File: src/rtl/maq_bcd_cnt.sv
`default_nettype none
// ============================================================================
//  Module   : maq_bcd_cnt
//  Purpose  : Parametrised two-digit BCD up/down counter stage with preset
//             load, range-checked loads and chainable carry/borrow pulses.
//  Revision : 1.0  initial release
// ============================================================================
module maq_bcd_cnt #(
    parameter int MIN_VAL = 0,
    parameter int MAX_VAL = 59,
    parameter int MSD_W   = 3
) (
    input  logic             maqb_clock,
    input  logic             maqb_reset,
    input  logic             maqb_enable,
    input  logic             maqb_down,
    input  logic             maqb_load,
    input  logic [3:0]       maqb_load_lsd,
    input  logic [MSD_W-1:0] maqb_load_msd,
    output logic [3:0]       maqb_lsd,
    output logic [MSD_W-1:0] maqb_msd,
    output logic             maqb_carry,
    output logic             maqb_borrow,
    output logic             maqb_load_err
);

    // Wide enough for (2**MSD_W - 1) * 10 + 15, the largest preset pair.
    localparam int               c_vw      = MSD_W + 4;
    localparam logic [3:0]       c_min_lsd = 4'(MIN_VAL % 10);
    localparam logic [MSD_W-1:0] c_min_msd = MSD_W'(MIN_VAL / 10);
    localparam logic [3:0]       c_max_lsd = 4'(MAX_VAL % 10);
    localparam logic [MSD_W-1:0] c_max_msd = MSD_W'(MAX_VAL / 10);

    if (!(MIN_VAL >= 0 && MIN_VAL < MAX_VAL && MAX_VAL <= 99 &&
          (MAX_VAL / 10) < (1 << MSD_W))) begin : g_param_check
        $error("maq_bcd_cnt: illegal MIN_VAL/MAX_VAL/MSD_W combination");
    end

    logic [3:0]       r_lsd;
    logic [MSD_W-1:0] r_msd;
    logic             r_carry;
    logic             r_borrow;
    logic             r_load_err;

    logic             w_at_max;
    logic             w_at_min;
    logic [c_vw-1:0]  w_load_val;
    logic             w_load_ok;

    assign w_at_max   = (r_lsd == c_max_lsd) && (r_msd == c_max_msd);
    assign w_at_min   = (r_lsd == c_min_lsd) && (r_msd == c_min_msd);
    // Range check only; the count itself never leaves the digit domain.
    assign w_load_val = {4'b0000, maqb_load_msd} * c_vw'(10) +
                        {{MSD_W{1'b0}}, maqb_load_lsd};
    assign w_load_ok  = (maqb_load_lsd <= 4'd9) &&
                        (int'(w_load_val) >= MIN_VAL) &&
                        (int'(w_load_val) <= MAX_VAL);

    always_ff @(posedge maqb_clock) begin
        if (maqb_reset) begin
            r_lsd      <= c_min_lsd;
            r_msd      <= c_min_msd;
            r_carry    <= 1'b0;
            r_borrow   <= 1'b0;
            r_load_err <= 1'b0;
        end else begin
            r_carry    <= 1'b0;
            r_borrow   <= 1'b0;
            r_load_err <= 1'b0;
            if (maqb_load) begin
                if (w_load_ok) begin
                    r_lsd <= maqb_load_lsd;
                    r_msd <= maqb_load_msd;
                end else begin
                    r_load_err <= 1'b1;
                end
            end else if (maqb_enable) begin
                if (!maqb_down) begin
                    if (w_at_max) begin
                        r_lsd   <= c_min_lsd;
                        r_msd   <= c_min_msd;
                        r_carry <= 1'b1;
                    end else if (r_lsd == 4'd9) begin
                        r_lsd <= 4'd0;
                        r_msd <= r_msd + MSD_W'(1);
                    end else begin
                        r_lsd <= r_lsd + 4'd1;
                    end
                end else begin
                    if (w_at_min) begin
                        r_lsd    <= c_max_lsd;
                        r_msd    <= c_max_msd;
                        r_borrow <= 1'b1;
                    end else if (r_lsd == 4'd0) begin
                        r_lsd <= 4'd9;
                        r_msd <= r_msd - MSD_W'(1);
                    end else begin
                        r_lsd <= r_lsd - 4'd1;
                    end
                end
            end
        end
    end

    assign maqb_lsd      = r_lsd;
    assign maqb_msd      = r_msd;
    assign maqb_carry    = r_carry;
    assign maqb_borrow   = r_borrow;
    assign maqb_load_err = r_load_err;

endmodule
`default_nettype wire

File: config.mk
export PLATFORM = sky130hd
export DESIGN_NAME = maq_bcd_cnt
export DESIGN_NICKNAME = d
export VERILOG_FILES = /design/src/rtl/maq_bcd_cnt.sv
export SDC_FILE = /design/constraint.sdc
export NUM_CORES = 1
export LEC_CHECK = 0
export BUFFER_PORTS_ARGS = -buffer_cell sky130_fd_sc_hd__buf_2
export CAP_MARGIN = 10
export CORE_ASPECT_RATIO = 1.25
export CORE_MARGIN = 8
export CORE_UTILIZATION = 49
export DETAILED_ROUTE_END_ITERATION = 10
export MAX_ROUTING_LAYER = met4
export PLACE_DENSITY = 0.76
export SLEW_MARGIN = 25
export SYNTH_ARGS = -nofsm -noshare
export SYNTH_HDL_FRONTEND = slang
export SYNTH_SLANG_ARGS = --single-unit
File: constraint.sdc
create_clock -name maqb_clock -period 2.1 [get_ports maqb_clock]
set_input_delay 0.21 -clock maqb_clock [delete_from_list [all_inputs] [get_ports maqb_clock]]
set_output_delay 0.21 -clock maqb_clock [all_outputs]
set_load 0.02 [all_outputs]
==> qor.txt, run 1 <==
Number of top-level pins -> 22
Largest cells by area after synthesis -> dfxtp_1 (19%), ha_1 (12%), inv_1 (3.9%)
Antenna violation net count after detailed routing -> 0
DRC marker count from the first detailed-route iteration -> 53
Count of flip-flops with a built-in enable after synthesis -> 0
Placed instance count -> 173
Clock Power Share -> 0.192
Post-DR wirelength/cell -> 16.3 um
Share of the clock period used by the worst path after layout -> 0.955
Proportion of total power due to net switching -> 0.396
Pin slew with the least headroom to its limit -> 0.483 ns
Commonest non-fill, non-tap cell in the layout -> buf_2
Share of synthesized registers carrying an async set or reset -> 0
Netlist area before placement -> 1050 um^2
Outcome -> finished, final reports clean
Chip Width -> 57.5 um
Synthesis-to-layout area growth -> 19.0%
Share of layout cells above drive strength 1 -> 0.277
Net switching power -> 0.270 mW
Most used flip-flop cell after synthesis -> dfxtp_1
Syn avg cell area -> 8.23 um^2
CP Capture Type -> register
Clock latency of the later-clocked register in the worst-skew pair -> 0.27 ns
Power density normalized to cell area -> 544 nW/um^2
MaxCap Viol Count -> 0
Library cell occupying the most area in the post-synthesis netlist -> dfxtp_1
Cts bufs inserted -> 3
Number of levels in the clock H-tree -> 1
Startpoint types -> primary input
Class of the tightest hold or removal check -> primary input to register
TritonCTS clock tree -> built
Number of nets produced by synthesis -> 151
Maximum number of pins on one net before global-route repair -> 17
RSZ-0062 raised after global routing -> no
Max rail drop VDD -> 316 uV
Initial antenna violation count -> 0
Share of total power in sequential cells -> 0.356
Count of different cell masters after synthesis -> 48
Port Buffers -> 21
Count of antenna diodes in the layout -> 0
Number of register bits inferred by synthesis -> 10
Core Box Area -> 2120 um^2
# rows -> 19
CTS max path bufs -> 2
Most used cells in the layout excluding fill and tap cells -> buf_2 (21), inv_1 (11), ha_1 (10), dfxtp_1 (10), buf_4 (10)
Leak pwr -> 0.581 nW
Internal portion of total power -> 0.411 mW
YS warnings -> 0
Number of gates resized after CTS -> 0
Data required time of the worst path -> 2.26 ns
Sequential-to-total area share from yosys stat -> 0.190
Comb pwr share -> 0.452
Via Count -> 1111
Overall global routing resource usage -> 0.164
Sum Neg Setup Slack -> 0 ns
Critical path class -> primary input to register
Global-route wire length before repair -> 4920 um
Number of instances in the synthesized netlist -> 128
Final-stage net count -> 180
Number of buffers inserted to repair setup after CTS -> 0
DIE HEIGHT -> 67.8 um
Root buffer selected by CTS -> clkbuf_4
Number of hold buffers added after CTS -> 0
Dpl hpwl -> 2310 um
Worst setup skew after layout -> 0.0112 ns
Arrival time of the worst setup path -> 2.16 ns
Top-area cell type share of the netlist area -> 0.190
Total length of routed wires -> 2860 um
Finished Layout Cells -> 176
Initial Utilization -> 0.498
Final Setup Violations -> 0
Floorplan die area -> 3900 um^2
Total iterations of the first detailed-routing run -> 4
Crit path time final -> 2.00 ns
Worst slew margin relative to its limit -> 0.678
Weighted congestion reported at the end of routability-driven placement -> 0.862
Final number of hold-violating endpoints -> 0
Clock-pin slew of the registers on the worst-case setup and hold paths -> 0.07 ns
Vias in the first global route -> 1176
Number of clock sinks seen by CTS -> 10
Maximum clock frequency -> 0.499 GHz
Vias per cell -> 6.31
Fin. max-slew vios -> 0
Number of remaining DRC errors -> 0
Gr ovfl total -> 0
Critical-path maximum fanout -> 4
==> cells by family (layout without fill, tap and decap cells) <==
| group | Yosys count | after routing | synth area share |
|---|---|---|---|
| simple gates | 43 | 43 | 0.236 |
| compound gates | 40 | 40 | 0.302 |
| buf+inv | 18 | 45 | 0.0760 |
| fa+ha+maj | 11 | 11 | 0.138 |
| flops | 10 | 10 | 0.190 |
| mux | 5 | 5 | 0.0499 |
| xor+xnor | 1 | 1 | 0.00832 |
==> worst max-delay path: stages <==
cell,delay [ns]
buf_2,0.11
ha_1,0.17
inv_1,0.06
fa_1,0.41
xnor2_2,0.27
a41o_1,0.24
a21oi_2,0.07
a31oi_2,0.26
mux2_2,0.37
==> cell type report <==
cell class | count | area, um^2
Timing Repair Buffer | 31 | 180
Clock buffer | 3 | 22.5
Fill cell | 195 | 862
Sequential cell | 10 | 200
Multi-Input combinational cell | 100 | 783
Tap cell | 21 | 26.3
Inverter | 11 | 41.3
==> Yosys cell counts (all sizes together), types with 2 or more instances <==
cell type,count
a21oi,5
a21o,2
and2,3
inv,11
nand2,5
a211o,2
o21ai,5
dfxtp,10
nor4b,2
nor2,10
nand3,6
clkbuf,4
nand3b,2
ha,10
a221o,2
mux2i,3
a311o,2
nand2b,6
a311oi,3
buf,3
a31oi,4
mux2,2
nor2b,4
o22ai,3
==> registers in the layout, indices dropped and copies added (netlist names) <==
signal and flops:
maqb_lsd 4, maqb_msd 3, maqb_borrow 1, maqb_carry 1
maqb_load_err 1
==> power groups by stage <==
| stage | Sequential (mW) | Clock [mW] | Combinational, mW |
|---|---|---|---|
| after global routing | 0.247 | 0.145 | 0.338 |
| final | 0.242 | 0.131 | 0.308 |
| after global placement | 0.245 | 0 | 0.287 |
| after detailed placement | 0.246 | 0 | 0.300 |
| after CTS | 0.241 | 0.132 | 0.301 |
| after floorplan | 0.243 | 0 | 0.209 |
==> metal layers <==
metal | track usage | vias to the layer above | part of all wire
met5 | - | - | 0
met4 | 0.0972 | 0 | 0.033
met3 | 0.0301 | 12 | 0.035
met2 | 0.316 | 43 | 0.54
met1 | 0.147 | 521 | 0.39
li1 | - | 535 | -
==> worst paths after layout <==
check | slack (ns) | depth (start not counted) | from | to
worst max-delay path | 0.1 | 9 | maqb_load_msd[0] | maqb_msd[2]
worst min-delay path | 0.26 | 3 | maqb_load_lsd[0] | maqb_lsd[0]
worst max register to register | 0.34 | 7 | maqb_msd[0] | maqb_msd[0]
worst min register to register | 0.52 | 2 | maqb_msd[1] | maqb_msd[1]
==> per-stage QoR <==
step	setup WS (ns)	total power, mW	area (um^2)	hold slack (ns)	utilization
3_3_place_gp	-0.0873	0.532	1220	0.493	0.577
6_report	0.0955	0.681	1250	0.260	0.593
3_5_place_dp	-0.266	0.545	1220	0.515	0.577
2_1_floorplan	0.0642	0.452	1050	0.359	-
4_1_cts	0.0114	0.675	1240	0.260	0.588
5_1_grt	0.0285	0.730	1250	0.270	0.593
Note: power is estimated with default switching activity, not from simulation.
==> run 2: changes to the inputs <==
--- a/config.mk
+++ b/config.mk
@@ -13,6 +13,7 @@
 export DETAILED_ROUTE_END_ITERATION = 10
 export MAX_ROUTING_LAYER = met4
 export PLACE_DENSITY = 0.76
+export SETUP_SLACK_MARGIN = 0.15
 export SLEW_MARGIN = 25
 export SYNTH_ARGS = -nofsm -noshare
 export SYNTH_HDL_FRONTEND = slang
==> run 2 against run 1 <==
Compared with the run above:
- clock skew decreased by 0.0087 ns
- critical endpoint unchanged
- via count down 2.9%
- clock-buffer cell count grew 1
- critical path type unchanged
- die area unchanged
- global-route usage is 0.52 points higher
- highest routed layer unchanged
==> qor.txt, run 2 (synthesis results as in run 1) <==
Fin Hold WS -> 0.235 ns
Port Buffers -> 21
Leak pwr -> 0.596 nW
Total length of routed wires -> 2890 um
Arrival time of the worst setup path -> 2.04 ns
Largest stage delay on the critical path -> 0.46 ns
Vias in the first global route -> 1136
Final standard cell area without fillers -> 1360 um^2
Internal reg-to-reg setup slack -> 0.28 ns
Class of the tightest hold or removal check -> primary input to register
Sequence of cells on the critical path -> buf_2 -> ha_4 -> inv_2 -> fa_2 -> nor2_4 -> nand3_1 -> a21o_4 -> a31oi_4 -> mux2_4
Count of antenna diodes in the layout -> 0
Final-stage net count -> 179
Via Count -> 1079
Global-route wire length before repair -> 5160 um
Number of top-level pins -> 22
Total iterations of the first detailed-routing run -> 6
Cts bufs inserted -> 3
Post-DR wirelength/cell -> 16.4 um
Core Box Area -> 2120 um^2
Chip Width -> 57.5 um
CP Capture Type -> register
Commonest non-fill, non-tap cell in the layout -> buf_2
Number of clock sinks seen by CTS -> 10
Synthesis-to-layout area growth -> 29.3%
Area post-placement -> 1300 um^2
Power density normalized to cell area -> 570 nW/um^2
Critical-path maximum fanout -> 4
Vias per cell -> 6.13
Antenna violation net count after detailed routing -> 0
Critical R2R Launch -> maqb_lsd[0]
Critical path's slowest cell -> fa_2
Number of hold buffers added after CTS -> 0
Critical hold path startpoint -> maqb_load_lsd[0]
Initial Utilization -> 0.498
Pin slew with the least headroom to its limit -> 0.501 ns
Fin. max-slew vios -> 0
Overall global routing resource usage -> 0.169
End of the worst register-to-register path -> maqb_msd[2]
TritonCTS clock tree -> built
Worst setup skew after layout -> 0.00242 ns
Number of gates resized after CTS -> 0
Share of layout cells above drive strength 1 -> 0.329
Worst setup path startpoint -> maqb_load_lsd[1]
Clock-pin slew of the registers on the worst-case setup and hold paths -> 0.08 ns
Worst hold stages -> 3
Root buffer selected by CTS -> clkbuf_4
Number of levels in the clock H-tree -> 1
Final number of hold-violating endpoints -> 0
Share of the core filled with cells in the final layout -> 0.644
# rows -> 19
Floorplan die area -> 3900 um^2
Weighted congestion reported at the end of routability-driven placement -> 0.834
MaxCap Viol Count -> 0
Clock latency of the later-clocked register in the worst-skew pair -> 0.27 ns
Startpoint types -> primary input
Number of buffers inserted to repair setup after CTS -> 0
Data required time of the worst path -> 2.26 ns
Initial antenna violation count -> 0
Max rail drop VDD -> 273 uV
Flip-flop count of the largest register after layout -> 4
Maximum number of pins on one net before global-route repair -> 17
DRC marker count from the first detailed-route iteration -> 24
Dpl hpwl -> 2310 um
Share of the clock period used by the worst path after layout -> 0.892
Maximum clock frequency -> 0.534 GHz
Most used cells in the layout excluding fill and tap cells -> buf_2 (21), inv_1 (10), dfxtp_1 (10)
Final Setup Violations -> 0
Number of remaining DRC errors -> 0
Worst slew margin relative to its limit -> 0.666
DIE HEIGHT -> 67.8 um
Gr ovfl total -> 0
Critical path class -> primary input to register
Outcome -> finished, final reports clean
Sum Neg Setup Slack -> 0 ns
CTS max path bufs -> 2
RSZ-0062 raised after global routing -> yes
Crit path time final -> 1.87 ns
Capture endpoint of the worst hold path -> maqb_lsd[0]
Worst-case reg-to-reg path depth -> 6
Total design power -> 0.777 mW
run 2: changes by cell type in the layout (fill, tap and decap cells not counted), moves of 2 or more:
| cell | change |
|---|---|
| mux2_2 | -2 |
| ha_1 | -4 |
| ha_4 | +3 |
| a31oi_2 | -2 |
| mux2_4 | +2 |
| a31oi_4 | +2 |
run 2: worst max-delay path: cells and delay by family:
kind | cells | cell delay, ns
mux | 1 | 0.32
fa+ha+maj | 2 | 0.62
simple gates | 2 | 0.26
buf+inv | 2 | 0.18
compound gates | 2 | 0.44
run 2: how the worst max path moves through the flow:
stage / to / cells past startpoint
floorplan: maqb_msd[0] / 8
global placement: maqb_msd[0] / 9
detailed placement: maqb_msd[2] / 8
CTS: maqb_msd[2] / 9
global route: maqb_msd[2] / 5
finish: maqb_msd[2] / 9
run 2: cell type report:
| cell class | instances | area (um^2) |
|---|---|---|
| tap | 21 | 26.3 |
| sequential | 10 | 200 |
| multi-input combinational | 100 | 886 |
| inverter | 11 | 41.3 |
| fill | 185 | 753 |
| timing repair buffer | 30 | 173 |
| clock buffer | 4 | 36.3 |
run 2: power breakdown:
group          leakage, nW  switching, mW  total [mW]  internal [mW]
Combinational        0.493          0.188       0.354          0.166
Clock               0.0210         0.0779       0.183          0.105
Sequential          0.0819         0.0334       0.240          0.206
Total                0.596          0.299       0.777          0.478
run 2: stage by stage:
stage	cells	setup slack [ns]
6_report	176	0.227
3_3_place_gp	172	-0.0782
2_1_floorplan	128	0.147
3_5_place_dp	172	-0.128
4_1_cts	176	0.158
5_1_grt	176	0.140
run 2: metal layers:
metal / vias up / part of all wire / GRT usage
met5: - / 0 / -
met4: 0 / 0.012 / 0.0752
met3: 4 / 0.048 / 0.0188
met2: 36 / 0.55 / 0.307
met1: 508 / 0.39 / 0.182
li1: 531 / - / -
==> run 3: changes to the inputs <==
--- a/config.mk
+++ b/config.mk
@@ -9,12 +9,13 @@
 export CAP_MARGIN = 10
 export CORE_ASPECT_RATIO = 1.25
 export CORE_MARGIN = 8
-export CORE_UTILIZATION = 49
+export CORE_UTILIZATION = 50
+export CTS_BUF_LIST = sky130_fd_sc_hd__clkbuf_8
 export DETAILED_ROUTE_END_ITERATION = 10
+export HOLD_SLACK_MARGIN = 0.08
 export MAX_ROUTING_LAYER = met4
-export PLACE_DENSITY = 0.76
+export PLACE_DENSITY = 0.77
 export SETUP_SLACK_MARGIN = 0.15
-export SLEW_MARGIN = 25
 export SYNTH_ARGS = -nofsm -noshare
 export SYNTH_HDL_FRONTEND = slang
 export SYNTH_SLANG_ARGS = --single-unit
==> run 3 against run 2 <==
Compared with the run above:
- non-clock buffer count up 3
- routed wire length up 0.41%
- design area up 1.9%
- register-to-register slack better by 0.05 ns
- combinational power up 3%
- critical path type unchanged
- worst setup slack worse by 0.018 ns
- maximum frequency down 0.96%
==> qor.txt, run 3 (synthesis results as in run 1) <==
Internal reg-to-reg setup slack -> 0.33 ns
Dpl hpwl -> 2300 um
Critical-path maximum fanout -> 4
Final-stage net count -> 182
Clock-pin slew of the registers on the worst-case setup and hold paths -> 0.05 ns
Largest stage delay on the critical path -> 0.46 ns
Worst setup skew after layout -> 0.00619 ns
Initial antenna violation count -> 0
Total length of routed wires -> 2910 um
Number of top-level pins -> 22
Arrival time of the worst setup path -> 2.01 ns
Weighted congestion reported at the end of routability-driven placement -> 0.868
Chip Width -> 57.1 um
Number of remaining DRC errors -> 0
Critical path's slowest cell -> fa_2
Antenna violation net count after detailed routing -> 0
Leak pwr -> 0.612 nW
Initial Utilization -> 0.532
Crit path time final -> 1.89 ns
Synthesis-to-layout area growth -> 31.8%
Via Count -> 1095
Data required time of the worst path -> 2.22 ns
Core Box Area -> 1980 um^2
Max rail drop VDD -> 325 uV
Post-DR wirelength/cell -> 16.4 um
Fin Hold WS -> 0.281 ns
End of the worst register-to-register path -> maqb_msd[2]
Critical R2R Launch -> maqb_lsd[3]
Outcome -> finished, final reports clean
Class of the tightest hold or removal check -> primary input to register
Most used cells in the layout excluding fill and tap cells -> buf_2 (21), buf_4 (12), inv_1 (10), dfxtp_1 (10), nor2_1 (8)
Cts bufs inserted -> 3
Commonest non-fill, non-tap cell in the layout -> buf_2
CP Capture Type -> register
# rows -> 18
Area post-placement -> 1330 um^2
Share of the clock period used by the worst path after layout -> 0.901
Sequence of cells on the critical path -> buf_2 -> ha_4 -> inv_2 -> fa_2 -> nor2_4 -> nand3_1 -> a21o_4 -> a31oi_4 -> mux2_4
Number of levels in the clock H-tree -> 1
Vias in the first global route -> 1085
Worst-case reg-to-reg path depth -> 6
Met1 layer usage reported by global route -> 0.164
Fin. max-slew vios -> 0
DRC marker count from the first detailed-route iteration -> 33
Share of layout cells above drive strength 1 -> 0.338
TritonCTS clock tree -> built
Maximum number of pins on one net before global-route repair -> 17
Floorplan die area -> 3840 um^2
Port Buffers -> 21
Worst slew margin relative to its limit -> 0.678
Critical path class -> primary input to register
Met3 usage in global routing -> 0.0225
Final standard cell area without fillers -> 1390 um^2
Count of antenna diodes in the layout -> 0
Clock latency of the later-clocked register in the worst-skew pair -> 0.23 ns
Global routing met2 resource utilization -> 0.288
Root buffer selected by CTS -> clkbuf_8
Power density normalized to cell area -> 574 nW/um^2
Worst hold stages -> 3
CTS max path bufs -> 2
Number of clock sinks seen by CTS -> 10
Final number of hold-violating endpoints -> 0
Flip-flop count of the largest register after layout -> 4
Capture endpoint of the worst hold path -> maqb_lsd[0]
Number of hold buffers added after CTS -> 0
DIE HEIGHT -> 67.3 um
Global-route wire length before repair -> 4950 um
Gr busiest metal -> met2
Final Setup Violations -> 0
Critical hold path startpoint -> maqb_load_lsd[0]
Maximum clock frequency -> 0.529 GHz
MaxCap Viol Count -> 0
Overall global routing resource usage -> 0.162
Total iterations of the first detailed-routing run -> 4
Vias per cell -> 6.19
Pin slew with the least headroom to its limit -> 0.483 ns
Gr ovfl total -> 0
RSZ-0062 raised after global routing -> no
Startpoint types -> primary input
## run 3: cell count changes in the layout (fill, tap and decap cells not counted)
cell and change:
a21boi_1 +1, clkbuf_4 -3, a21boi_0 -1, clkbuf_8 +2, buf_4 +3
## run 3: timing repair
action,CTS,global route
endpoints found under the setup margin,1,4
resized for setup,0,4
pin swaps,1,2
buffers inserted,0,0
## run 3: worst max-delay path by stage
stage	startpoint	to	slack [ns]	cells past startpoint
floorplan	maqb_load_lsd[1]	maqb_msd[0]	0.15	8
global placement	maqb_load_msd[0]	maqb_msd[0]	-0.02	9
detailed placement	maqb_load_msd[0]	maqb_msd[2]	-0.1	9
CTS	maqb_load_msd[0]	maqb_msd[2]	0.17	9
global route	maqb_load_msd[0]	maqb_msd[0]	0.16	9
finish	maqb_load_msd[0]	maqb_msd[2]	0.21	9
## run 3: layer usage
layer | up-vias | part of all wire
met5 | - | 0
met4 | 0 | 0.025
met3 | 8 | 0.034
met2 | 28 | 0.55
met1 | 520 | 0.40
li1 | 539 | -
## run 3: final cells by class
type / count / area (um^2)
clock buffers: 3 / 41.3
repair buffers: 33 / 195
well taps: 20 / 25.0
inverters: 11 / 41.3
flip-flops and latches: 10 / 200
fillers: 164 / 593
multi-input cells: 100 / 886
## run 3: worst max-delay path: cells and delay by family
kind | cells | cell delay (ns)
buffers and inverters | 2 | 0.19
and+or+nand+nor | 2 | 0.25
AOI/OAI and AO/OA | 2 | 0.43
adders and majority gates | 2 | 0.62
muxes | 1 | 0.32
## run 3: where the power goes
part | internal, mW | switching (mW)
registers | 0.207 | 0.0312
clock network | 0.125 | 0.0698
logic | 0.172 | 0.191
## run 3: stage by stage
stage	utilization	power [mW]	TNS (ns)	worst slack [ns]	std cells
after floorplan	-	0.486	0	0.147	128
after global placement	0.669	0.577	-0.0492	-0.0247	174
after detailed placement	0.669	0.588	-0.239	-0.0969	174
after CTS	0.689	0.786	0	0.168	177
after global routing	0.701	0.849	0	0.161	177
final	0.701	0.797	0	0.209	177
